### src/rtl/id_ex_stage_reg.sv
// ID/EX pipeline register for the 5-stage RISC-V core.
// Captures decoded operands and control each cycle.
// Detects load-use hazards against the held instruction and inserts bubbles.
// Applies branch flushes and the WB-to-ID register-file bypass.
// Optional build macro IDEX_PERF_CNT_EN adds the stall_count and flush_count
// performance counters; without it those ports and the counter logic are absent.
module id_ex_stage_reg #(
    parameter int unsigned XLEN   = 32,
    parameter int unsigned REG_AW = 5
) (
    input  logic              clk,
    input  logic              rst,
    input  logic              id_valid,
    input  logic [XLEN-1:0]   id_pc,
    input  logic [REG_AW-1:0] id_rs1,
    input  logic [REG_AW-1:0] id_rs2,
    input  logic [REG_AW-1:0] id_rd,
    input  logic [XLEN-1:0]   id_rs1_data,
    input  logic [XLEN-1:0]   id_rs2_data,
    input  logic [XLEN-1:0]   id_imm,
    input  logic              id_regwrite,
    input  logic              id_memread,
    input  logic              id_memwrite,
    input  logic              id_memtoreg,
    input  logic              id_alusrc,
    input  logic              id_branch,
    input  logic [1:0]        id_aluop,
    input  logic [2:0]        id_func3,
    input  logic              id_func7b5,
    input  logic              wb_regwrite,
    input  logic [REG_AW-1:0] wb_rd,
    input  logic [XLEN-1:0]   wb_data,
    input  logic              flush,
    output logic              ex_valid,
    output logic [XLEN-1:0]   ex_pc,
    output logic [REG_AW-1:0] ex_rs1,
    output logic [REG_AW-1:0] ex_rs2,
    output logic [REG_AW-1:0] ex_rd,
    output logic [XLEN-1:0]   ex_rs1_data,
    output logic [XLEN-1:0]   ex_rs2_data,
    output logic [XLEN-1:0]   ex_imm,
    output logic              ex_regwrite,
    output logic              ex_memread,
    output logic              ex_memwrite,
    output logic              ex_memtoreg,
    output logic              ex_alusrc,
    output logic              ex_branch,
    output logic [1:0]        ex_aluop,
    output logic [2:0]        ex_func3,
    output logic              ex_func7b5,
    output logic              stall,
    output logic              pc_write_en,
    output logic              ifid_write_en
`ifdef IDEX_PERF_CNT_EN
    ,
    output logic [31:0]       stall_count,
    output logic [31:0]       flush_count
`endif
);

    // Whole stage held as one record so a bubble is simply an all-zero value.
    typedef struct packed {
        logic              valid;
        logic [XLEN-1:0]   pc;
        logic [REG_AW-1:0] rs1;
        logic [REG_AW-1:0] rs2;
        logic [REG_AW-1:0] rd;
        logic [XLEN-1:0]   rs1_data;
        logic [XLEN-1:0]   rs2_data;
        logic [XLEN-1:0]   imm;
        logic              regwrite;
        logic              memread;
        logic              memwrite;
        logic              memtoreg;
        logic              alusrc;
        logic              branch;
        logic [1:0]        aluop;
        logic [2:0]        func3;
        logic              func7b5;
    } stage_t;

    stage_t q;
    stage_t capture;
    logic   load_use;
    logic   bubble;

    // Load-use detection against the held instruction; flush masks the stall.
    always_comb begin
        load_use = q.valid && q.memread && (q.rd != '0) && id_valid &&
                   ((q.rd == id_rs1) || (q.rd == id_rs2));
        stall         = load_use && !flush;
        pc_write_en   = !stall;
        ifid_write_en = !stall;
        bubble        = flush || stall || !id_valid;
    end

    // Build the captured record, forwarding a same-cycle WB write into rsN data.
    always_comb begin
        capture          = '0;
        capture.valid    = 1'b1;
        capture.pc       = id_pc;
        capture.rs1      = id_rs1;
        capture.rs2      = id_rs2;
        capture.rd       = id_rd;
        capture.rs1_data = (wb_regwrite && (wb_rd != '0) && (wb_rd == id_rs1)) ? wb_data : id_rs1_data;
        capture.rs2_data = (wb_regwrite && (wb_rd != '0) && (wb_rd == id_rs2)) ? wb_data : id_rs2_data;
        capture.imm      = id_imm;
        capture.regwrite = id_regwrite;
        capture.memread  = id_memread;
        capture.memwrite = id_memwrite;
        capture.memtoreg = id_memtoreg;
        capture.alusrc   = id_alusrc;
        capture.branch   = id_branch;
        capture.aluop    = id_aluop;
        capture.func3    = id_func3;
        capture.func7b5  = id_func7b5;
    end

    // Stage register: reset, flush, stall and empty ID all load a bubble.
    always_ff @(posedge clk) begin
        if (!rst)
            q <= '0;
        else if (bubble)
            q <= '0;
        else
            q <= capture;
    end

    assign ex_valid    = q.valid;
    assign ex_pc       = q.pc;
    assign ex_rs1      = q.rs1;
    assign ex_rs2      = q.rs2;
    assign ex_rd       = q.rd;
    assign ex_rs1_data = q.rs1_data;
    assign ex_rs2_data = q.rs2_data;
    assign ex_imm      = q.imm;
    assign ex_regwrite = q.regwrite;
    assign ex_memread  = q.memread;
    assign ex_memwrite = q.memwrite;
    assign ex_memtoreg = q.memtoreg;
    assign ex_alusrc   = q.alusrc;
    assign ex_branch   = q.branch;
    assign ex_aluop    = q.aluop;
    assign ex_func3    = q.func3;
    assign ex_func7b5  = q.func7b5;

`ifdef IDEX_PERF_CNT_EN
    // Saturating counts of stall cycles (after flush masking) and flush cycles.
    always_ff @(posedge clk) begin
        if (!rst) begin
            stall_count <= '0;
            flush_count <= '0;
        end else begin
            if (stall && (stall_count != '1))
                stall_count <= stall_count + 32'd1;
            if (flush && (flush_count != '1))
                flush_count <= flush_count + 32'd1;
        end
    end
`endif

endmodule
### config.mk
export PLATFORM = sky130hd
export DESIGN_NAME = id_ex_stage_reg
export DESIGN_NICKNAME = d
export VERILOG_FILES = /design/src/rtl/id_ex_stage_reg.sv
export SDC_FILE = /design/constraint.sdc
export NUM_CORES = 1
export LEC_CHECK = 0
export ABC_AREA = 1
export CAP_MARGIN = 0
export CORE_AREA = 3 3 137 139
export CTS_CLUSTER_SIZE = 20
export DETAILED_ROUTE_END_ITERATION = 8
export DIE_AREA = 0 0 140 142
export GPL_ROUTABILITY_DRIVEN = 1
export PLACE_DENSITY = 0.72
export SETUP_SLACK_MARGIN = 0.3
export SYNTH_ARGS = -nofsm -noshare
export SYNTH_HDL_FRONTEND = slang
export SYNTH_SLANG_ARGS = --single-unit
### constraint.sdc
create_clock -name clk -period 1.8 [get_ports clk]
set_input_delay 0.18 -clock clk [delete_from_list [all_inputs] [get_ports clk]]
set_output_delay 0.18 -clock clk [all_outputs]
set_load 0.1 [all_outputs]
==> results by group <==
Drt
  – 1st-iter DRT viols: 287
  – WL final: 21900 µm
  – Vias: 6022
  – Post-DRT Antenna Nets: 0
  – DR WL/cell: 15.6 µm
  – Post-route DRC: 0
  – DR pass1 iterations: 4
  – DR vias/cell: 4.30

CTS
  – Maximum buffer depth of the clock tree: 2
  – # hold bufs at CTS: 0
  – CTS tree: built
  – Clk Latency, worst-skew pair: 0.42 ns
  – Reg clk slew, reported paths: 0.07 ns
  – TritonCTS Buffers: 17
  – Clock H-tree levels: 4
  – Clk sink count: 156
  – Clk root buf: clkbuf_16

Cells and area
  – Post-layout util: 60.3%
  – Final instance area: 10700 µm²
  – # nets final: 1355
  – P&R area growth vs syn: 85.8%
  – Layout cells sized above 1: 26.2%
  – Ant. Diodes: 0
  – Final Non-Filler Cells: 1400

Pwr
  – Comb pwr share: 21.1%
  – Sw frac: 31.7%
  – VDD IR max: 0.000580 V
  – Leak: 5.60 nW
  – Total power per unit cell area: 854 nW/µm²
  – Pint: 6.26 mW
  – Net Sw Power: 2.91 mW
  – Clk pwr share: 40.0%
  – Pwr Total: 9.17 mW
  – Seq pwr share: 39.0%

Timing
  – Fin crit share: 108%
  – Worst Tran Pin Value: 0.412 ns
  – Final Setup Violations: 3
  – Fin. Hold Viols: 0
  – RSZ-0062 raised after global routing: true
  – Hold Slack: 0.267 ns
  – PnR worst setup slack: -0.151 ns
  – Max-slew violations: 0
  – Crit path time final: 1.95 ns
  – Slew headroom: 72.5%
  – Final clock skew: 0.0120 ns
  – FMAX: 512 MHz

Die
  – Initial Util: 32.5%
  – Die ar.: 19900 µm²
  – # rows: 49
  – Die Span Y: 142 µm
  – Area of the core: 17800 µm²
  – Die W: 140 µm
  – # IOs: 356

Yosys
  – Asr flop ratio synth: 0%
  – Ys flop type: dfxtp_1
  – Post-synth top cells: nor2_1 (165), inv_1 (161), dfxtp_1 (156), nand2_1 (151), nand3_1 (37)
  – Synth Instances: 764
  – Post-Syn Area: 5780 µm²
  – Synth top area cells: dfxtp_1 (54%), nor2_1 (11%), inv_1 (10%)
  – Post-synthesis net count: 961
  – Sequential area share after synthesis: 54.1%
  – Synthesized area per cell: 7.56 µm²
  – Most frequent cell after synthesis: nor2_1
  – Top-area cell type share of the netlist area: 54.1%
  – Post-synth top area cell: dfxtp_1
  – Post-synth EDFFs: 0
  – Yosys cell types: 17
  – Synth Register Bits: 156
  – YS warnings: 0

Worst setup path
  – CP Capture Type: output port
  – Critical path class: register to output port
  – Worst path required time: 1.62 ns
  – Crit path max fanout: 4
  – Arrival @ worst endpoint: 1.77 ns
  – Setup crit start kind: register

Placement
  – Post-placement cell count: 1340
  – Port buffer count: 355
  – Dpl hpwl: 15100 µm
  – GPL Wtd Cong: 0.882
  – Cell Area, Placed: 9400 µm²

Global route
  – Vias in the first global route: 5530
  – GRT Total Usage: 18.9%
  – Initial antenna violation count: 0
  – Largest net degree at the start of global routing: 61
  – First-pass GRT wire length: 29900 µm
  – Total gr overflow: 0

Flow run
  – Max Cap Viol: 0

Run status
  – Status: finished with violations
  – Failing checks: setup timing

Hold path
  – Hold Crit Class: primary input to register
-- critical path, cell delays in order, from the launching register on --
cell and delay [ns]:
dfxtp_4 0.36, buf_4 0.13, xnor2_1 0.13, nand3_1 0.09, nand2_1 0.09, nand2_2 0.08, nor2_4 0.13, clkinvlp_4 0.15
buf_12 0.19
-- what timing repair did --
action,in CTS,in global routing
resized for setup,30,38
gates cloned,0,17
setup endpoints to repair,3,159
setup buffers,5,6
pin swaps,51,1
-- layer usage --
layer  vias up  global-route usage [%]  share of wire, %
met4         0                    4.54               2.0
met2       253                    34.2                52
met5         -                       0                 0
met3        33                    5.68               8.0
met1      2721                    22.1                38
li1       3015                       -                 -
-- cells in the final DEF, fill, tap and decap left out, drive strengths merged --
cell type      count
inv              171
clkbuf            31
dfxtp            156
buf              204
xnor2              4
clkinv             5
clkinvlp           1
nand3             38
xor2              10
nand2            153
nand4             33
nor2             168
clkdlybuf4s50    196
and3b              1
-- final timing paths --
kind                          from              endpoint  slack [ns]  cells past startpoint
max reg2reg    ex_rd[2]$_SDFF_PP0_  ex_imm[3]$_SDFF_PP0_        0.06                     11
min                       id_rd[0]   ex_rd[0]$_SDFF_PP0_        0.27                      3
max            ex_rd[2]$_SDFF_PP0_           pc_write_en       -0.15                      8
min reg2reg  ex_memread$_SDFF_PP0_   ex_valid$_SDFF_PN0_        1.10                      8
-- area by class of cell --
| class | count | area (µm²) |
|---|---|---|
| Fill cell | 1558 | 7050 |
| Timing Repair Buffer | 413 | 4140 |
| Sequential cell | 156 | 3140 |
| Multi-Input combinational cell | 407 | 1930 |
| Inverter | 163 | 616 |
| Clock buffer | 18 | 450 |
| Tap cell | 229 | 287 |
| Clock inverter | 14 | 163 |
-- power groups by stage --
| stage | registers, mW | logic (mW) | clock network, mW |
|---|---|---|---|
| after detailed placement | 3.65 | 1.78 | 0 |
| after global routing | 3.58 | 2.03 | 3.91 |
| after floorplan | 4.34 | 0.349 | 0 |
| after global placement | 3.65 | 1.78 | 0 |
| after CTS | 3.57 | 1.82 | 3.73 |
| final | 3.57 | 1.93 | 3.66 |
-- kinds of logic after synthesis --
| family | Yosys count | share of synthesized area [%] |
|---|---|---|
| buffers and inverters | 202 | 15.7 |
| DFF | 156 | 54.1 |
| xor gates and xnor gates | 14 | 2.12 |
| and+or+nand+nor | 392 | 28.1 |
-- stage by stage --
step           setup WS (ns)  setup TNS [ns]
6_report              -0.151          -0.408
5_1_grt               -0.271           -2.00
4_1_cts               -0.142          -0.383
3_5_place_dp          -0.109           -3.82
3_3_place_gp         -0.0821           -1.38
2_1_floorplan         -0.940           -1.52
-- state kept, by name, summed over array words and instances, names as in the netlist, 2 cells and up --
register,flops
ex_imm,32
ex_pc,32
ex_rs1_data,32
ex_rs2_data,32
ex_rd,5
ex_rs1,5
ex_rs2,5
ex_func3,3
ex_aluop,2
Note: power is estimated with default switching activity, not from simulation.
